<file path="config.mk">
export PLATFORM = sky130hd
export DESIGN_NAME = mux2_arbiter
export DESIGN_NICKNAME = d
export VERILOG_FILES = /design/src/rtl/mux2_arbiter_pkg.sv /design/src/rtl/mux2_1.sv /design/src/rtl/mux2_arbiter.sv
export SDC_FILE = /design/constraint.sdc
export NUM_CORES = 1
export LEC_CHECK = 0
export CAP_MARGIN = 40
export CORE_AREA = 4 4 53 55
export CTS_CLUSTER_DIAMETER = 60
export DETAILED_ROUTE_END_ITERATION = 12
export DIE_AREA = 0 0 57 59
export PLACE_DENSITY = 0.82
export SLEW_MARGIN = 20
export SYNTH_ARGS = -nofsm -noshare
export SYNTH_HDL_FRONTEND = slang
export SYNTH_SLANG_ARGS = --single-unit
</file>
<file path="constraint.sdc">
create_clock -name clk -period 2.4 [get_ports clk]
set_input_delay 0.48 -clock clk [delete_from_list [all_inputs] [get_ports clk]]
set_output_delay 0.48 -clock clk [all_outputs]
set_load 0.03 [all_outputs]
</file>
<file path="src/rtl/mux2_arbiter_pkg.sv">
// Shared types and default sizing for the two-requester packet arbiter.
package mux2_arbiter_pkg;

    typedef enum logic [1:0] {
        IDLE  = 2'd0,
        BUSY0 = 2'd1,
        BUSY1 = 2'd2
    } state_t;

    localparam int DEFAULT_WIDTH     = 8;
    localparam int DEFAULT_MAX_BEATS = 16;

endpackage

</file>
<file path="src/rtl/mux2_1.sv">
// Single-bit 2:1 multiplexer cell; sel=1 picks b.
module mux2_1 (
    input  logic a,
    input  logic b,
    input  logic sel,
    output logic y
);

    assign y = sel ? b : a;

endmodule

</file>
<file path="src/rtl/mux2_arbiter.sv">
// Round-robin arbiter that locks the shared output to one requester for a
// whole packet, with a forced release after MAX_BEATS beats.
module mux2_arbiter
    import mux2_arbiter_pkg::*;
#(
    parameter int WIDTH     = DEFAULT_WIDTH,
    parameter int MAX_BEATS = DEFAULT_MAX_BEATS
) (
    input  logic             clk,
    input  logic             rst,
    input  logic             req0,
    input  logic             req1,
    input  logic [WIDTH-1:0] data0,
    input  logic [WIDTH-1:0] data1,
    input  logic             last0,
    input  logic             last1,
    output logic             ready0,
    output logic             ready1,
    output logic             grant0,
    output logic             grant1,
    output logic             out_valid,
    output logic [WIDTH-1:0] out_data,
    output logic             out_last,
    input  logic             out_ready,
    output logic             overrun
);

    localparam logic [7:0] MAX_CNT = 8'(MAX_BEATS);

    state_t     state, state_n;
    logic       prio, prio_n;
    logic [7:0] cnt, cnt_n;
    logic [7:0] cnt_inc;
    logic [WIDTH-1:0] mux_data;
    logic       xfer;
    logic       at_max;
    logic       release_pkt;

    assign grant0 = (state == BUSY0);
    assign grant1 = (state == BUSY1);

    genvar i;
    generate
        for (i = 0; i < WIDTH; i++) begin : g_mux
            mux2_1 u_mux (
                .a  (data0[i]),
                .b  (data1[i]),
                .sel(grant1),
                .y  (mux_data[i])
            );
        end
    endgenerate

    // Payload and handshake are purely combinational so a locked beat passes
    // straight through with no added latency.
    always_comb begin
        out_valid   = (grant0 & req0) | (grant1 & req1);
        out_data    = out_valid ? mux_data : '0;
        out_last    = out_valid & (grant1 ? last1 : last0);
        ready0      = grant0 & req0 & out_ready;
        ready1      = grant1 & req1 & out_ready;
        xfer        = out_valid & out_ready;
        cnt_inc     = cnt + 8'd1;
        at_max      = (cnt_inc == MAX_CNT);
        release_pkt = xfer & (out_last | at_max);
        overrun     = xfer & ~out_last & at_max;
    end

    always_comb begin
        state_n = state;
        prio_n  = prio;
        cnt_n   = cnt;
        case (state)
            IDLE: begin
                if (req0 && req1) state_n = prio ? BUSY1 : BUSY0;
                else if (req0)    state_n = BUSY0;
                else if (req1)    state_n = BUSY1;
            end
            BUSY0: begin
                if (release_pkt) begin
                    prio_n  = 1'b1;
                    cnt_n   = '0;
                    state_n = req1 ? BUSY1 : IDLE;
                end else if (xfer) begin
                    cnt_n = cnt_inc;
                end
            end
            BUSY1: begin
                if (release_pkt) begin
                    prio_n  = 1'b0;
                    cnt_n   = '0;
                    state_n = req0 ? BUSY0 : IDLE;
                end else if (xfer) begin
                    cnt_n = cnt_inc;
                end
            end
            default: begin
                state_n = IDLE;
                cnt_n   = '0;
            end
        endcase
    end

    always_ff @(posedge clk or posedge rst) begin
        if (rst) begin
            state <= IDLE;
            prio  <= 1'b0;
            cnt   <= '0;
        end else begin
            state <= state_n;
            prio  <= prio_n;
            cnt   <= cnt_n;
        end
    end

endmodule

</file>
==> metrics.txt, run 1 <==
outcome=completed; Slew Viols, Final=0; DP Wirelength=2077 microns; synth warn=0; crit path launch=req0; leakage=approximately 0.63 nW; postcts setup bufs=0; Max Cap Violations=0; root buf cell=clkbuf_4; WP data required=1.92 ns; Worst Hold Class=in -> async; Vias/cell=5.230; clock sinks=11; CTS buffer count=3; Worst-Margin Slew=0.4118 ns; gr busiest metal=met2; synthesized flop and latch total=11; GRT met2 Usage=28.06%; top-level port count=38; Die W=between 50 and 60 microns; DRT iter0 DRCs=24; Synth async-reset ratio=100.0%; Clk network pwr share=11.9%; r2r setup slk=0.45 ns; number of flops mapped to enable cells by yosys=0; synth cell count leaders=dfrtp_1, nor2_1, a21oi_1, mux2i_1; met1 GRT Util=19.35%; H-tree levels=1; gr ovfl total=0; CTS clk-pin slew, worst paths=0.08 ns; Final nets=186; Placement Setup Slack=roughly 0.14 ns; Most used DFF post-synth=dfrtp_1; post-route ant nets=0; crit end category=output pin; Core Area=0.002387 sq mm; clk_lat worst skew=0.28 ns; GR Layer Usage met3=4.139%; worst reg2reg path startpoint=state[0]; std cell rows=18; n_diodes=0; final worst-path cycle share=93.68%; Syn-to-layout area delta=44.84%; vias in the first global route=959; worst-path fanout max=8; crit-path max cell delay=0.64 ns; critical path cell sequence=clkdlybuf4s50_1 > a22oi_4 > inv_4 > nand2_1 > nor3_4 > buf_4; Placer Congestion=0.8086; kind of cell adding the most delay to the critical path=buffers and inverters; Sw Ratio=a little under half; Cells after Synth=114; die height=around 59 microns; power density cells=792.7 mW/mm^2; Final Hold Viols=0; Slew HR=72.51%; CP Data Arrival Time=1.77 ns; slowest CP cell=clkdlybuf4s50_1; layout cell share with drive strength beyond 1=between 20% and 30%; CTS Buffer Depth=2; first-pass GRT wire length=about 4200 microns; worst setup slack after layout=0.1516 ns; Unique masters post-synth=39; area of the multi-input gates=686.9 sq um; leading area contributor after synthesis=dfrtp_1; largest net degree at the start of global routing=12; sequential area share after synthesis=28.03%; Reg power frac=between 20% and 30%; # fillers=203; initial antenna violation count=0; die area=around 0.0034 sq mm; routed length per instance=14.17 microns; register area=275.3 sq um; setup TNS=0 ns; GRT Util Overall=between 15 and 20%; critical path type=in -> out; final worst path period need=2.248 ns; maximum VDD drop=slightly below 0.5 mV; Max Fclk=0.4448 GHz; syn nets=142; Yosys top cell area share=between 20% and 30%; Switching Power=530.7 uW; CTS tree=yes; routed vias=978; Initial Utilization=between 40 and 50%; RSZ-0062 raised after global routing=false; Worst Skew=0.004473 ns; setup violators final=0; mean area per synthesized cell=8.616 sq um; # DRC=0; critical path buffer and inverter count=3; total power=1.128 mW; Area contributors post-synth=dfrtp_1, mux2i_1, ha_1, a21oi_1, nor2_1; drt total wl=2649 microns; port bufs=37; Synth Cell Area=982.2 sq um; cell internal pwr=597.0 uW; iteration count of the initial detailed-routing pass=4; Comb power frac=66.2%; element type at the critical path start=input port
[layout by cell type, fill, tap and decap left out, types with 2 or more instances in the layout]
| cell | synthesis | layout |
|---|---|---|
| dfrtp_1 | 11 | 11 |
| a21o_1 | 2 | 2 |
| o22ai_1 | 2 | 2 |
| o21ai_1 | 2 | 3 |
| or3b_2 | 2 | 2 |
| buf_4 | 0 | 19 |
| clkbuf_4 | 0 | 3 |
| nand2b_1 | 6 | 6 |
| nor2b_1 | 2 | 2 |
| clkdlybuf4s50_1 | 0 | 22 |
| nand3_1 | 4 | 4 |
| inv_1 | 5 | 5 |
| ha_1 | 5 | 3 |
| o21ai_0 | 8 | 7 |
| nand2_1 | 8 | 8 |
| nor2_1 | 11 | 11 |
| a21oi_1 | 9 | 9 |
| and3_1 | 5 | 5 |
| mux2i_1 | 9 | 9 |
[power groups by stage]
stage / Sequential, mW / Clock (mW) / Combinational, mW
6_report: 0.247 / 0.134 / 0.746
5_1_grt: 0.251 / 0.152 / 0.805
4_1_cts: 0.243 / 0.136 / 0.737
3_5_place_dp: 0.247 / 0 / 0.737
3_3_place_gp: 0.244 / 0 / 0.725
2_1_floorplan: 0.238 / 0 / 0.530
[worst paths after layout]
check,endpoint,cells past startpoint
worst max-delay path,overrun,6
worst min-delay path,state[0],2
worst max register to register,cnt[4],8
worst min register to register,cnt[6],1
max in group asynchronous,cnt[6],2
min in group clk,cnt[6],1
[layout make-up]
type | instances | share of cell area, %
Clock buffer | 4 | 1.847
Tap cell | 30 | 2.639
Multi-Input combinational cell | 94 | 48.29
Sequential cell | 11 | 19.35
Timing Repair Buffer | 42 | 26.12
Inverter | 6 | 1.759
[logic make-up after synthesis]
kind of cell    share of synthesized area (%)
fa+ha+maj                               6.369
simple gates                            28.03
mux                                     9.172
xor+xnor                               0.8919
flops                                   28.03
compound gates                          22.80
buf+inv                                 4.713
[layer usage]
metal	vias up	wire, microns
met5	-	0
met4	0	0
met3	0	99
met2	17	1381
met1	466	1168
li1	495	-
[sequential cells by signal, summed over array words and instances (netlist names)]
signal,flops
state,2
prio,1
cnt,8
[stage by stage]
stage | hold WS, ns | utilization, % | cell area, sq um | std cells
2_1_floorplan | 0.3324 | - | 993.5 | 114
3_3_place_gp | 0.5144 | 57.91 | 1383 | 183
3_5_place_dp | 0.5158 | 57.91 | 1383 | 183
4_1_cts | 0.5016 | 59.07 | 1410 | 187
5_1_grt | 0.5198 | 59.59 | 1423 | 187
6_report | 0.4820 | 59.59 | 1423 | 187
[what timing repair did]
action | in CTS | in global routing
hold buffers | 0 | 0
setup endpoints to repair | 11 | 10
gates cloned | 0 | 0
gates resized for setup | 2 | 2
No activity file was read; power rests on OpenSTA's default activity.
==> run 2: changes to the inputs <==
--- a/config.mk
+++ b/config.mk
@@ -6,12 +6,13 @@
 export NUM_CORES = 1
 export LEC_CHECK = 0
 export CAP_MARGIN = 40
-export CORE_AREA = 4 4 53 55
+export CELL_PAD_IN_SITES_DETAIL_PLACEMENT = 0
+export CELL_PAD_IN_SITES_GLOBAL_PLACEMENT = 1
+export CORE_AREA = 4 4 62 64
 export CTS_CLUSTER_DIAMETER = 60
 export DETAILED_ROUTE_END_ITERATION = 12
-export DIE_AREA = 0 0 57 59
-export PLACE_DENSITY = 0.82
-export SLEW_MARGIN = 20
+export DIE_AREA = 0 0 66 68
+export PLACE_DENSITY = 0.81
 export SYNTH_ARGS = -nofsm -noshare
 export SYNTH_HDL_FRONTEND = slang
 export SYNTH_SLANG_ARGS = --single-unit
==> run 2 against run 1 <==
Against the previous run: maximum frequency down 0.65%; worst hold slack better by 0.012 ns; combinational power up 3.9%; final area up 2.7%; die area up 33%; core utilization down 15 points; first-iteration DRC count up 21%; via count up 3.0%; power up 3.1%; worst setup slack worse by 0.015 ns; flip-flop and latch count unchanged; non-clock buffer count up 1; critical path type is now reg -> out; critical endpoint unchanged; largest power group unchanged.
==> metrics.txt, run 2 (same netlist as run 1, synthesis figures left out) <==
first-pass GRT wire length=about 4300 microns; n_diodes=0; Max Cap Violations=0; Slew Viols, Final=0; CTS tree=yes; Core Area=0.003284 sq mm; Area after DPL=0.001410 sq mm; layout cell share with drive strength beyond 1=22.78%; H-tree levels=1; Worst-Margin Slew=0.4480 ns; element type at the critical path start=flip-flop; fin area=0.001461 sq mm; largest net degree at the start of global routing=12; Placer Congestion=0.7791; Slew HR=70.10%; CTS buffer count=3; post-route ant nets=0; Die W=66 microns; die height=between 60 and 70 microns; Syn-to-layout area delta=48.79%; GR Layer Usage met3=1.970%; worst flop-to-flop path endpoint=cnt[7]; setup violators final=0; gr busiest metal=met2; Fin Hold WS=0.4943 ns; most common cell after layout, fill and taps aside=clkdlybuf4s50_1; WP data required=1.92 ns; clock sinks=11; port bufs=37; # DRC=0; worst-path fanout max=10; CTS Buffer Depth=2; Post-CTS Hold Buffers=0; most frequent cells in the layout=clkdlybuf4s50_1, buf_4, nor2_1, dfrtp_1; r2r setup slk=0.43 ns; outcome=completed; leakage=0.6413 nW; routed length per instance=13.90 microns; root buf cell=clkbuf_4; routed vias=1007; final worst path period need=2.263 ns; utilization after layout=44.50%; drt total wl=2835 microns; # fillers=320; Worst Skew=0.01065 ns; GRT Util Overall=about an eighth; met1 GRT Util=13.04%; CTS clk-pin slew, worst paths=about 0.09 ns; CP Data Arrival Time=1.78 ns; DP Wirelength=2296 microns; maximum VDD drop=0.2183 mV; crit end category=output pin; gr ovfl total=0; Post-Layout Cell Count=204; clk_lat worst skew=0.28 ns; Max Fclk=0.4418 GHz; placed cell count=200; max reg flops=8; Biggest register=cnt; DRT iter0 DRCs=29; die area=0.004488 sq mm; std cell rows=21; Final nets=roughly 190; top-level port count=38; biggest registers after layout=cnt (8), state (2), prio (1); Vias/cell=approximately 5; final worst-path cycle share=94.30%; vias in the first global route=1006; worst reg2reg path startpoint=state[0]; GRT met2 Usage=24.91%; iteration count of the initial detailed-routing pass=4; critical path type=reg -> out; Initial Utilization=29.90%; initial antenna violation count=0; power density cells=795.7 mW/mm^2; Final Hold Viols=0; Worst Hold Class=in -> async; worst r2r path cells=8; setup TNS=0 ns
==> run 2: cell count changes in the layout (fill, tap and decap cells not counted), sizes merged <==
cell,previous run,this run
buf,19,20
clkinv,0,1
clkbuf,4,3
==> run 2: worst max path at each step <==
stage | from | endpoint | slack, ns | cells after the start
4_1_cts | state[1] | overrun | 0.06 | 7
5_1_grt | state[0] | out_data[0] | -0.02 | 6
2_1_floorplan | state[0] | overrun | 0.03 | 6
6_report | state[0] | overrun | 0.14 | 7
3_5_place_dp | req0 | overrun | 0.14 | 6
3_3_place_gp | req0 | overrun | 0.17 | 6
==> run 2: final cells by class <==
class	instances	area, sq um	share of cell area [%]
Sequential cell	11	275.3	18.84
Inverter	6	25.02	1.712
Clock buffer	3	22.52	1.541
Multi-Input combinational cell	94	696.9	47.69
Tap cell	46	57.56	3.938
Timing Repair Buffer	43	379.1	25.94
Clock inverter	1	5.005	0.3425
==> run 2: through the flow <==
stage | setup WS (ns) | total power [mW]
after floorplan | 0.02882 | 0.7682
after global placement | 0.1675 | 0.9911
after detailed placement | 0.1436 | 1.006
after CTS | 0.05678 | 1.137
after global routing | -0.01736 | 1.244
final | 0.1368 | 1.163
==> run 2: critical path: stages, from the launching register on <==
cell	delay, ns
dfrtp_1	0.44
inv_1	0.17
ha_4	0.23
a22oi_4	0.10
inv_4	0.10
nand2_1	0.10
nor3_4	0.18
buf_4	0.18
==> run 2: where the power goes <==
part / internal, mW / switching, mW / total, mW
combinational: 0.333 / 0.443 / 0.775
sequential: 0.214 / 0.0380 / 0.252
clock: 0.0619 / 0.0734 / 0.135
==> run 2: repair_timing <==
item                                    CTS  global route
gates resized for setup                   2             3
endpoints found under the setup margin    2             9
buffers inserted                          0             0
==> run 2: layer usage <==
| metal | up-vias | share of wire [%] |
|---|---|---|
| li1 | 498 | - |
| met1 | 486 | 38 |
| met2 | 19 | 58 |
| met3 | 4 | 3.1 |
| met4 | 0 | 1.1 |
| met5 | - | 0 |
